==> src/rtl/mux_arbiter_if.sv <==
`default_nettype none
// ============================================================================
// Module      : mux_arbiter_if
// Description : Request/grant bundle between the four Mux requesters and
//               the round-robin arbiter that owns the Mux selector.
//               master : arbiter side (drives gnt/selector/busy/timeout)
//               slave  : requester side (drives req)
// Signals     : req[NREQ-1:0]  request, bit i = Mux input i (a,b,c,d)
//               gnt[NREQ-1:0]  one-hot registered grant
//               selector[1:0]  Mux selector
//               busy           a grant is active
//               timeout        one-cycle revoke pulse
// Revision    : 1.0 - initial release
// ============================================================================
interface mux_arbiter_if #(
    parameter int NREQ = 4
);
    logic [NREQ-1:0] req;
    logic [NREQ-1:0] gnt;
    logic [1:0]      selector;
    logic            busy;
    logic            timeout;

    modport master (
        input  req,
        output gnt,
        output selector,
        output busy,
        output timeout
    );

    modport slave (
        output req,
        input  gnt,
        input  selector,
        input  busy,
        input  timeout
    );
endinterface
`default_nettype wire

==> src/rtl/mux_arbiter.sv <==
`default_nettype none
// ============================================================================
// Module      : mux_arbiter
// Description : Round-robin arbiter sharing the 4:1 16-bit Mux among four
//               requesters. Issues a registered one-hot grant, drives the Mux
//               selector and inserts one idle turnaround cycle between owners
//               so the Mux output never switches source mid-transfer.
// Ports       : clk         rising-edge clock
//               rst         synchronous active-high reset
//               bus.req     requests (held high for the whole ownership)
//               bus.gnt     one-hot grant
//               bus.selector Mux selector, holds last owner while idle
//               bus.busy    any grant active
//               bus.timeout one-cycle pulse on forced revoke
// Config      : define MUX_ARB_TIMEOUT_EN to bound each grant to TIMEOUT
//               cycles; without it grants are unbounded and timeout is 0.
// Revision    : 1.0 - initial release
// ============================================================================
module mux_arbiter #(
    parameter int NREQ    = 4,
    parameter int TIMEOUT = 8
) (
    input  wire logic     clk,
    input  wire logic     rst,
    mux_arbiter_if.master bus
);

    typedef enum logic [0:0] {
        IDLE = 1'b0,
        OWN  = 1'b1
    } state_t;

    state_t          r_state, w_state_nxt;
    logic [1:0]      r_ptr, w_ptr_nxt;
    logic [1:0]      r_owner, w_owner_nxt;
    logic [1:0]      r_sel, w_sel_nxt;
    logic [NREQ-1:0] r_gnt, w_gnt_nxt;
    logic            r_busy, w_busy_nxt;
    logic            r_timeout, w_timeout_nxt;

    logic            w_found;
    logic [1:0]      w_pick;
    logic            w_expire;

    localparam logic [NREQ-1:0] c_ONE = {{(NREQ-1){1'b0}}, 1'b1};

    // Parameter legality; an out-of-range TIMEOUT would not fit the counter.
    if (TIMEOUT < 2 || TIMEOUT > 255) begin : g_timeout_range_bad
        $error("mux_arbiter: TIMEOUT must be within 2..255");
    end

    // First requester at or after r_ptr, wrapping modulo 4. The 2-bit add
    // provides the wrap for free.
    always_comb begin
        w_found = 1'b0;
        w_pick  = r_ptr;
        for (int k = 0; k < 4; k++) begin
            if (!w_found && bus.req[r_ptr + 2'(k)]) begin
                w_found = 1'b1;
                w_pick  = r_ptr + 2'(k);
            end
        end
    end

`ifdef MUX_ARB_TIMEOUT_EN
    // Counts OWN cycles already completed; zero on the grant edge, so the
    // edge that would finish TIMEOUT cycles of gnt sees TIMEOUT-1.
    localparam logic [7:0] c_CNT_LAST = 8'(TIMEOUT - 1);
    logic [7:0] r_cnt;

    always_ff @(posedge clk) begin
        if (rst) begin
            r_cnt <= 8'd0;
        end else if (r_state == OWN) begin
            r_cnt <= r_cnt + 8'd1;
        end else begin
            r_cnt <= 8'd0;
        end
    end

    assign w_expire = (r_cnt == c_CNT_LAST);
`else
    assign w_expire = 1'b0;
`endif

    // Next-state and output logic.
    always_comb begin
        w_state_nxt   = r_state;
        w_ptr_nxt     = r_ptr;
        w_owner_nxt   = r_owner;
        w_sel_nxt     = r_sel;
        w_gnt_nxt     = r_gnt;
        w_busy_nxt    = r_busy;
        w_timeout_nxt = 1'b0;

        case (r_state)
            IDLE: begin
                if (w_found) begin
                    w_owner_nxt = w_pick;
                    w_gnt_nxt   = c_ONE << w_pick;
                    w_sel_nxt   = w_pick;
                    w_busy_nxt  = 1'b1;
                    w_state_nxt = OWN;
                end
            end
            OWN: begin
                // A voluntary release wins over an expiry on the same edge,
                // so timeout only pulses when the owner still wanted the bus.
                if (!bus.req[r_owner] || w_expire) begin
                    w_gnt_nxt     = '0;
                    w_busy_nxt    = 1'b0;
                    w_ptr_nxt     = r_owner + 2'd1;
                    w_timeout_nxt = bus.req[r_owner];
                    w_state_nxt   = IDLE;
                end
            end
            default: begin
                w_state_nxt = IDLE;
            end
        endcase
    end

    always_ff @(posedge clk) begin
        if (rst) begin
            r_state   <= IDLE;
            r_ptr     <= 2'd0;
            r_owner   <= 2'd0;
            r_sel     <= 2'd0;
            r_gnt     <= '0;
            r_busy    <= 1'b0;
            r_timeout <= 1'b0;
        end else begin
            r_state   <= w_state_nxt;
            r_ptr     <= w_ptr_nxt;
            r_owner   <= w_owner_nxt;
            r_sel     <= w_sel_nxt;
            r_gnt     <= w_gnt_nxt;
            r_busy    <= w_busy_nxt;
            r_timeout <= w_timeout_nxt;
        end
    end

    assign bus.gnt      = r_gnt;
    assign bus.selector = r_sel;
    assign bus.busy     = r_busy;
    assign bus.timeout  = r_timeout;

endmodule
`default_nettype wire

==> src/flat_wrapper.sv <==
// flat-port wrapper written by rule: the top's interface ports become plain ports
module mux_arbiter_flat 
#(
    parameter int NREQ    = 4,
    parameter int TIMEOUT = 8
)
  (clk, rst, bus_req, bus_gnt, bus_selector, bus_busy, bus_timeout);
  mux_arbiter_if #(.NREQ(NREQ)) bus_i ();
  input  wire logic clk;
  input  wire logic rst;
  input wire logic [$bits(bus_i.req)-1:0] bus_req;
  output wire logic [$bits(bus_i.gnt)-1:0] bus_gnt;
  output wire logic [$bits(bus_i.selector)-1:0] bus_selector;
  output wire logic [$bits(bus_i.busy)-1:0] bus_busy;
  output wire logic [$bits(bus_i.timeout)-1:0] bus_timeout;
  assign bus_i.req = bus_req;
  assign bus_gnt = bus_i.gnt;
  assign bus_selector = bus_i.selector;
  assign bus_busy = bus_i.busy;
  assign bus_timeout = bus_i.timeout;
  mux_arbiter #(.NREQ(NREQ), .TIMEOUT(TIMEOUT)) u_core (.clk(clk), .rst(rst), .bus(bus_i));
endmodule
==> config.mk <==
export PLATFORM = sky130hd
export DESIGN_NAME = mux_arbiter_flat
export DESIGN_NICKNAME = d
export VERILOG_FILES = /design/src/rtl/mux_arbiter_if.sv /design/src/rtl/mux_arbiter.sv /design/src/flat_wrapper.sv
export SDC_FILE = /design/constraint.sdc
export NUM_CORES = 1
export LEC_CHECK = 0
export CORE_UTILIZATION = 45
export DETAILED_ROUTE_END_ITERATION = 12
export PLACE_DENSITY = 0.7
export SKIP_CTS_REPAIR_TIMING = 1
export SYNTH_ARGS = -nofsm -noshare
export SYNTH_HDL_FRONTEND = slang
export SYNTH_SLANG_ARGS = --single-unit
==> constraint.sdc <==
create_clock -name clk -period 4.55 [get_ports clk]
set_input_delay 0.6825 -clock clk [delete_from_list [all_inputs] [get_ports clk]]
set_output_delay 0.6825 -clock clk [all_outputs]
set_load 0.01 [all_outputs]
* Yosys cells after proc, flatten, opt, wreduce, memory -nomap -nowiden
Cells that the tools add are included.
** Word-level totals
- Latch bits :: 0
- Bits of input ports :: 6
- Word-level logic and storage cells :: 54
- RAM bits :: 0
- Flip-flop bits (word level) :: 10
- Bits in read-only memories :: 0
- Output and inout bits :: 8
- Memories :: 0
** Operators by class
- Multipliers :: 0
- Div/mod/pow operators :: 0
- Bitwise operators :: 2
- Add/subtract/negate cells :: 4
- Reduce and logical (&&, ||, !) cells :: 9
- Equality and inequality tests :: 2
- Shifts and indexed selects :: 1
- Muxes and demuxes :: 26
- $lt $le $gt $ge :: 5
** Operators with widths (number)
- less-than comparator 2 x 3 -> 1 bit (second input constant) :: 5
- 2-to-1 mux 1 bit :: 13
- binary-select mux 1 bit (select 2 bit) :: 5
- 2-to-1 mux 4 bit :: 2
- one-hot mux 4 bit (2 select lines) :: 1
- 2-to-1 mux 2 bit :: 3
- AND reduction 2 bit :: 3
- adder 2 x 1 -> 2 bit (second input constant) :: 2
- adder 2 bit (second input constant) :: 2
- one-hot mux 1 bit (2 select lines) :: 2
- left shift 1 x 2 -> 4 bit (first input constant) :: 1
- logical AND 1 bit :: 3
- zero test 1 bit :: 3
- != test 2 x 1 -> 1 bit (second input constant) :: 1
- != test 2 bit (second input constant) :: 1
- inverter 1 bit :: 2

* Depth between registers and ports, before layout
Gate-level depths: netlist of the first run.
- Depth in word-level cells :: 15
- Depth in mapped cells :: 5
- Depth with buffers taken out :: 4

* Worst setup path before layout of the first run
OpenSTA, ideal clock, no wires.
- Path kind :: input-to-reg
- From :: input port bus_req[3]
- To :: register u_core.r_ptr[0]
- Data required time :: 4463 ps
- Arrival time :: 1757 ps
- Stages :: 5
- Path slack :: 2706 ps
- Library setup time :: 87 ps
- Buffers on the path :: 1
- Cells stage by stage :: mux4_2 nand2b_4 buf_6 or3_1 o31ai_1
** Between the ends
- Cells in the longest elaborated chain, start to end :: 4
** Ends and longest elaborated chain
- start, declared :: line flat_wrapper.sv:11 : input wire logic [$bits(bus_i.req)-1:0] bus_req;
- binary-select mux 1 bit (select 2 bit) :: line mux_arbiter.sv:109 : if (!bus.req[r_owner] || w_expire) begin
- 2-to-1 mux 1 bit (implied by the code) :: line mux_arbiter.sv:109
- inverter 1 bit (no source line)
- AND reduction 2 bit (no source line)
- end signal, assigned :: line mux_arbiter.sv:134 : r_ptr <= w_ptr_nxt;
- end, declared :: line mux_arbiter.sv:34 : logic [1:0] r_ptr, w_ptr_nxt;
No other way between the ends. The select of a mux whose other input is x is not followed.
A chain may end at the register's enable or synchronous reset.

* Worst setup path after layout of the first run
- From :: input port bus_req[1]
- To :: register u_core.r_ptr[0]
The elaborated chain is that of the path after synthesis.

==> impl_metrics.csv, run 1 <==
group,metric,value,unit
detailed_routing,ant_nets,0,
power,swShare,29.96,%
synth,synth_area_leader_cell,"dfxtp_1",
timing,rsz0062_at_grt,"false",
synth,syn_avg_cell_area,7.637,um2
setup_path,crit_type,"in -> reg",
cts,clkSinkCount,10,
layout,antenna_cells,0,
setup_path,required,4.73,ns
cts,cts_tree,"built",
power,leakage,0.0002810,uW
setup_path,r2r_setup_slack,2.91,ns
floorplanning,die_h,40.43,um
layout,finish.utilization,59.47,%
placement,dp_cells,105,
synth,syn_inst,87,
setup_path,endpoint_kind,"flip-flop",
synth,synth_area_leaders,"dfxtp_1, a21oi_1, o21ai_0, nor2_1, nand2b_1",
synth,synth_edf_count,0,
run_status,outcome,"finished, final reports clean",
global_route,grt_util_all_layers,21.85,%
detailed_routing,dr.pass1.iters,4,
floorplanning,rows,13,
timing,slew_viol_final,0,
timing,hold_ws,0.4715,ns
cts,clk-insertion-delay-late,0.27,ns
global_route,grt_pass1_vias,509,
cts,clk_pin_slew,0.07,ns
synth,synth_fp_nets,93,
detailed_routing,drc_errors,0,
power,p_total,256.6,uW
placement,place_congestion,0.7951,
timing,finalHoldViolations,0,
power,p_switching,76.85,uW
synth,ys_async_sr_fraction,0,%
detailed_routing,drt_iter0_markers,28,
detailed_routing,wl,1457,um
power,pwr_density_cell,323.4,mW/mm2
power,ir_worst_vdd,0.2135,mV
layout,fillers,120,
timing,fmaxAchievable,0.4484,GHz
power,clkPwrFrac,31.3,%
power,p_int,179.7,uW
synth,ys.flop_type,"dfxtp_1",
setup_path,cp_max_fo,13,
layout,drive_gt1_share,7.447,%
placement,dp.final_hpwl,1013,um
global_route,grt_pass1_wl,2339,um
synth,synthesis.area,664.4,um2
detailed_routing,post_drt_wl_per_cell,13.37,um
synth,netlist.area_leader.share,30.13,%
flow_run,max_cap_viol_count,0,
cts,cts_inserted_buffers,3,
timing,fin_crit_sh,49.01,%
detailed_routing,avgViaCountPerCell,5.954,
floorplanning,core,0.001334,mm2
global_route,grt_antenna_before_repair,0,
synth,ys_seq_area_share,30.13,%
cts,cts_root_buffer,"clkbuf_4",
timing,fin_crit,2.230,ns
floorplanning,dieArea,0.001634,mm2
cts,ctsHtreeMaxLevel,1,
layout,nets,101,
floorplanning,initial_utilization,49.81,%
layout,instances_no_fill,109,
timing,setup_viol,0,
setup_path,cp.arrival,2.41,ns
min_path,min_path_type,"reg -> reg",
global_route,grt_max_degree,14,
synth,ys_warn_count,0,
timing,fin_tns_setup,0,ns
synth,post_synth_num_cell_types,36,
detailed_routing,vias,649,
floorplanning,ioPinCount,14,
timing,skew,0.006690,ns
global_route,globalRouteOverflowTotal,0,
placement,port-buffer-count,12,
synth,ys_ff_latch,10,
power,combinationalPowerShare,26.5,%
layout,area_growth,19.40,%
setup_path,worstSetupStartpointType,"primary input",
cts,cts_buffer_depth,2,
power,power.share.sequential,42.2,%
floorplanning,die_x,40.43,um
-- flip-flops by register name, summed over array words and instances, names as in the netlist --
register         count
u_core.bus.busy      1
u_core.bus.gnt       4
u_core.r_owner       2
u_core.r_ptr         2
u_core.r_state       1
-- worst paths after layout --
kind	start	endpoint	cells after the start
setup reg to reg	u_core.r_owner[0]$_SDFFE_PP0P_	u_core.r_ptr[0]$_SDFFE_PP0P_	4
setup / recovery	bus_req[1]	u_core.r_ptr[0]$_SDFFE_PP0P_	5
hold / removal	u_core.bus.gnt[2]$_SDFFE_PP0P_	u_core.bus.gnt[2]$_SDFFE_PP0P_	2
hold reg to reg	u_core.bus.gnt[2]$_SDFFE_PP0P_	u_core.bus.gnt[2]$_SDFFE_PP0P_	2
-- through the flow --
stage / setup slack (ns) / cell area [um2]
final: 2.320 / 793.3
after floorplan: 2.706 / 664.4
after CTS: 2.333 / 793.3
after detailed placement: 2.070 / 757.0
after global routing: 2.252 / 793.3
after global placement: 2.086 / 757.0
-- layout make-up --
cell class / count / area (um2) / share of cell area, %
Timing Repair Buffer: 12 / 120.1 / 15.14
Multi-Input combinational cell: 65 / 406.6 / 51.26
Clock buffer: 4 / 36.28 / 4.574
Sequential cell: 10 / 200.2 / 25.24
Tap cell: 15 / 18.77 / 2.366
Inverter: 3 / 11.26 / 1.420
-- layer usage --
| metal | wire length, um | vias up | global-route usage (%) |
|---|---|---|---|
| met3 | 110 | 4 | 6.667 |
| met2 | 624 | 28 | 32.94 |
| met4 | 12 | 0 | 5.000 |
| met1 | 710 | 291 | 30.20 |
| li1 | - | 326 | - |
| met5 | 0 | - | 0 |
-- cell families (layout without fill, tap and decap cells) --
kind of cell | Yosys count | count (layout) | synth area share, %
DFF | 10 | 10 | 30.13
muxes | 1 | 1 | 3.390
AOI/OAI and AO/OA | 29 | 29 | 28.82
buffers and inverters | 12 | 19 | 8.662
and+or+nand+nor | 33 | 33 | 27.12
xor gates and xnor gates | 1 | 1 | 1.319
other | 1 | 1 | 0.5644
-- cell usage in the layout (no fill, tap or decap), types with 2 or more instances in the layout --
| cell | count |
|---|---|
| clkdlybuf4s50_1 | 12 |
| dfxtp_1 | 10 |
| a21oi_1 | 9 |
| nor2_1 | 8 |
| o21ai_0 | 6 |
| nand2_1 | 6 |
| nor2b_1 | 4 |
| nand2b_1 | 4 |
| nor3_1 | 3 |
| inv_1 | 3 |
| clkbuf_4 | 3 |
| nand4b_1 | 2 |
| nand3_1 | 2 |
| a311oi_1 | 2 |
-- power groups by stage --
stage                     Sequential (uW)  Clock, uW  Combinational (uW)
final                                 108       80.2                68.1
after global routing                  110       83.7                75.7
after CTS                             108       80.8                68.1
after detailed placement              110          0                67.5
after global placement                110          0                67.3
after floorplan                       107          0                48.0
-- critical path, stage by stage --
cell	delay, ns
clkdlybuf4s50_1	0.61
mux4_2	0.54
nand2b_4	0.19
or3_1	0.32
o31ai_1	0.07
-- cell usage after synthesis, drive strengths merged (2+ instances only) --
cell,n
dfxtp,10
a311oi,2
nand2b,5
inv,3
nor2,8
buf,4
nand2,6
clkbuf,5
nand4b,2
nand3,2
a21oi,9
nor2b,4
nor3,3
o21ai,6
Note: power is estimated with default switching activity, not from simulation.
==> run 2, diff against run 1 <==
==> constraint.sdc (replaced) <==
create_clock -name clk -period 2.3 [get_ports clk]
set_input_delay 0.345 -clock clk [delete_from_list [all_inputs] [get_ports clk]]
set_output_delay 0.345 -clock clk [all_outputs]
set_load 0.01 [all_outputs]
==> run 2 against run 1 <==
Compared with the run above: worst setup slack worse by 1.7 ns; clock power rose by 48%; clock skew fell by 0.0013 ns; power grew 85%; cell count grew 2.8%; register-to-register slack got worse by 2.3 ns; sequential share of layout area down 0.51 points.
==> impl_metrics.csv, run 2 (synthesized netlist as in run 1, its figures left out) <==
group,metric,value,unit
setup_path,cpPeakStageDelay,0.49,ns
placement,placed_area,787.0,um2
min_path,min_path_type,"reg -> reg",
setup_path,cp.arrival,1.85,ns
cts,clk-insertion-delay-late,0.27,ns
power,p_int,324.5,uW
setup_path,r2r_setup_slack,0.65,ns
power,pwr_density_cell,587.2,mW/mm2
detailed_routing,drc_errors,0,
run_status,outcome,"finished, final reports clean",
floorplanning,initial_utilization,49.81,%
power,combinationalPowerShare,29.7,%
layout,layout_common_cells,"clkdlybuf4s50_1, dfxtp_1, a21oi_1",
floorplanning,die_x,40.43,um
timing,fin_tns_setup,0,ns
layout,design_area,809.5,um2
global_route,grt_util_all_layers,23.11,%
layout,area_growth,21.85,%
timing,finalHoldViolations,0,
setup_path,cp_cell_sequence,"clkdlybuf4s50_1, mux4_2, nand2b_4, or3_1, o31ai_1",
cts,clk_pin_slew,0.06,ns
power,swShare,31.73,%
layout,largest_register_ffs,4,
cts,cts_root_buffer,"clkbuf_4",
detailed_routing,dr.pass1.iters,4,
layout,nets,105,
global_route,grt_pass1_vias,561,
timing,fin_ws,0.6383,ns
placement,place_congestion,0.8502,
power,clkPwrFrac,25.1,%
global_route,grt_antenna_before_repair,0,
floorplanning,core,0.001334,mm2
timing,fin_crit,1.662,ns
timing,fin_crit_sh,72.25,%
timing,slew_viol_final,0,
floorplanning,ioPinCount,14,
setup_path,critPathBufInv,1,
layout,layout_commonest_cell,"clkdlybuf4s50_1",
timing,rsz0062_at_grt,"false",
cts,cts_tree,"built",
cts,ctsHtreeMaxLevel,1,
cts,cts_buffer_depth,2,
setup_path,endpoint_kind,"flip-flop",
setup_path,cpMaxStageDelayCell,"mux4_2",
global_route,grt_max_degree,13,
floorplanning,dieArea,0.001634,mm2
floorplanning,rows,13,
power,p_total,475.3,uW
detailed_routing,avgViaCountPerCell,5.991,
detailed_routing,wl,1581,um
layout,antenna_cells,0,
power,p_switching,150.8,uW
power,ir_worst_vdd,0.3341,mV
power,leakage,0.0002930,uW
setup_path,cp_max_fo,8,
placement,port-buffer-count,12,
detailed_routing,post_drt_wl_per_cell,14.12,um
detailed_routing,vias,671,
timing,fmaxAchievable,0.6018,GHz
timing,skew,0.005365,ns
setup_path,cp_top_family,"simple AND/OR/NAND/NOR gates",
timing,setup_viol,0,
detailed_routing,drt_iter0_markers,33,
flow_run,max_cap_viol_count,0,
layout,multiInputGateArea,406.6,um2
layout,drive_gt1_share,10.31,%
global_route,globalRouteOverflowTotal,0,
setup_path,worstSetupStartpointType,"primary input",
global_route,grt_pass1_wl,2442,um
floorplanning,die_h,40.43,um
setup_path,required,2.49,ns
detailed_routing,ant_nets,0,
layout,register_area,200.2,um2
cts,cts_inserted_buffers,3,
placement,dp.final_hpwl,1158,um
placement,place_ws,0.3573,ns
power,power.share.sequential,45.2,%
cts,clkSinkCount,10,
setup_path,crit_type,"in -> reg",
layout,fillers,130,
[run 2: changes by cell type in the layout (fill, tap and decap cells not counted)]
| cell | before | now |
|---|---|---|
| clkbuf_8 | 1 | 0 |
| buf_4 | 0 | 4 |
[run 2: metrics by stage]
| step | util, % | hold slack, ns | cells |
|---|---|---|---|
| floorplan | - | 0.4878 | 87 |
| global placement | 59.01 | 0.4525 | 109 |
| detailed placement | 59.01 | 0.4558 | 109 |
| CTS | 60.69 | 0.4648 | 112 |
| global route | 60.69 | 0.4862 | 112 |
| finish | 60.69 | 0.4632 | 112 |
[run 2: cell type report]
type                            count  area share, %
Clock buffer                        3          2.782
Sequential cell                    10          24.73
Timing Repair Buffer               16          18.55
Inverter                            3          1.391
Multi-Input combinational cell     65          50.23
Tap cell                           15          2.318
[run 2: path summary, 6_finish.rpt]
check,from,endpoint,cells after the start
min reg2reg,u_core.bus.gnt[2]$_SDFFE_PP0P_,u_core.bus.gnt[2]$_SDFFE_PP0P_,2
min,u_core.bus.gnt[2]$_SDFFE_PP0P_,u_core.bus.gnt[2]$_SDFFE_PP0P_,2
max reg2reg,u_core.r_owner[0]$_SDFFE_PP0P_,u_core.r_ptr[0]$_SDFFE_PP0P_,4
max,bus_req[1],u_core.r_ptr[0]$_SDFFE_PP0P_,5
[run 2: worst register-to-register path: cells and delay by family (launching register included)]
family,cells,cell delay [ns]
multiplexers,1,0.56
AO/OA/AOI/OAI,1,0.06
flip-flops,1,0.44
AND/OR/NAND/NOR,2,0.51
[run 2: metal layers]
layer | vias to the layer above | share of wire [%] | track usage (%)
met4 | 0 | 0.89 | 6.667
met1 | 309 | 45 | 28.86
met3 | 2 | 7.8 | 10.00
li1 | 331 | - | -
met2 | 29 | 46 | 35.71
met5 | - | 0 | 0
[run 2: power groups by stage]
stage / registers (uW) / logic [uW] / clock network (uW)
after floorplan: 212 / 94.9 / 0
after global placement: 219 / 140 / 0
after detailed placement: 218 / 140 / 0
after CTS: 214 / 141 / 123
after global routing: 218 / 156 / 131
final: 215 / 141 / 119
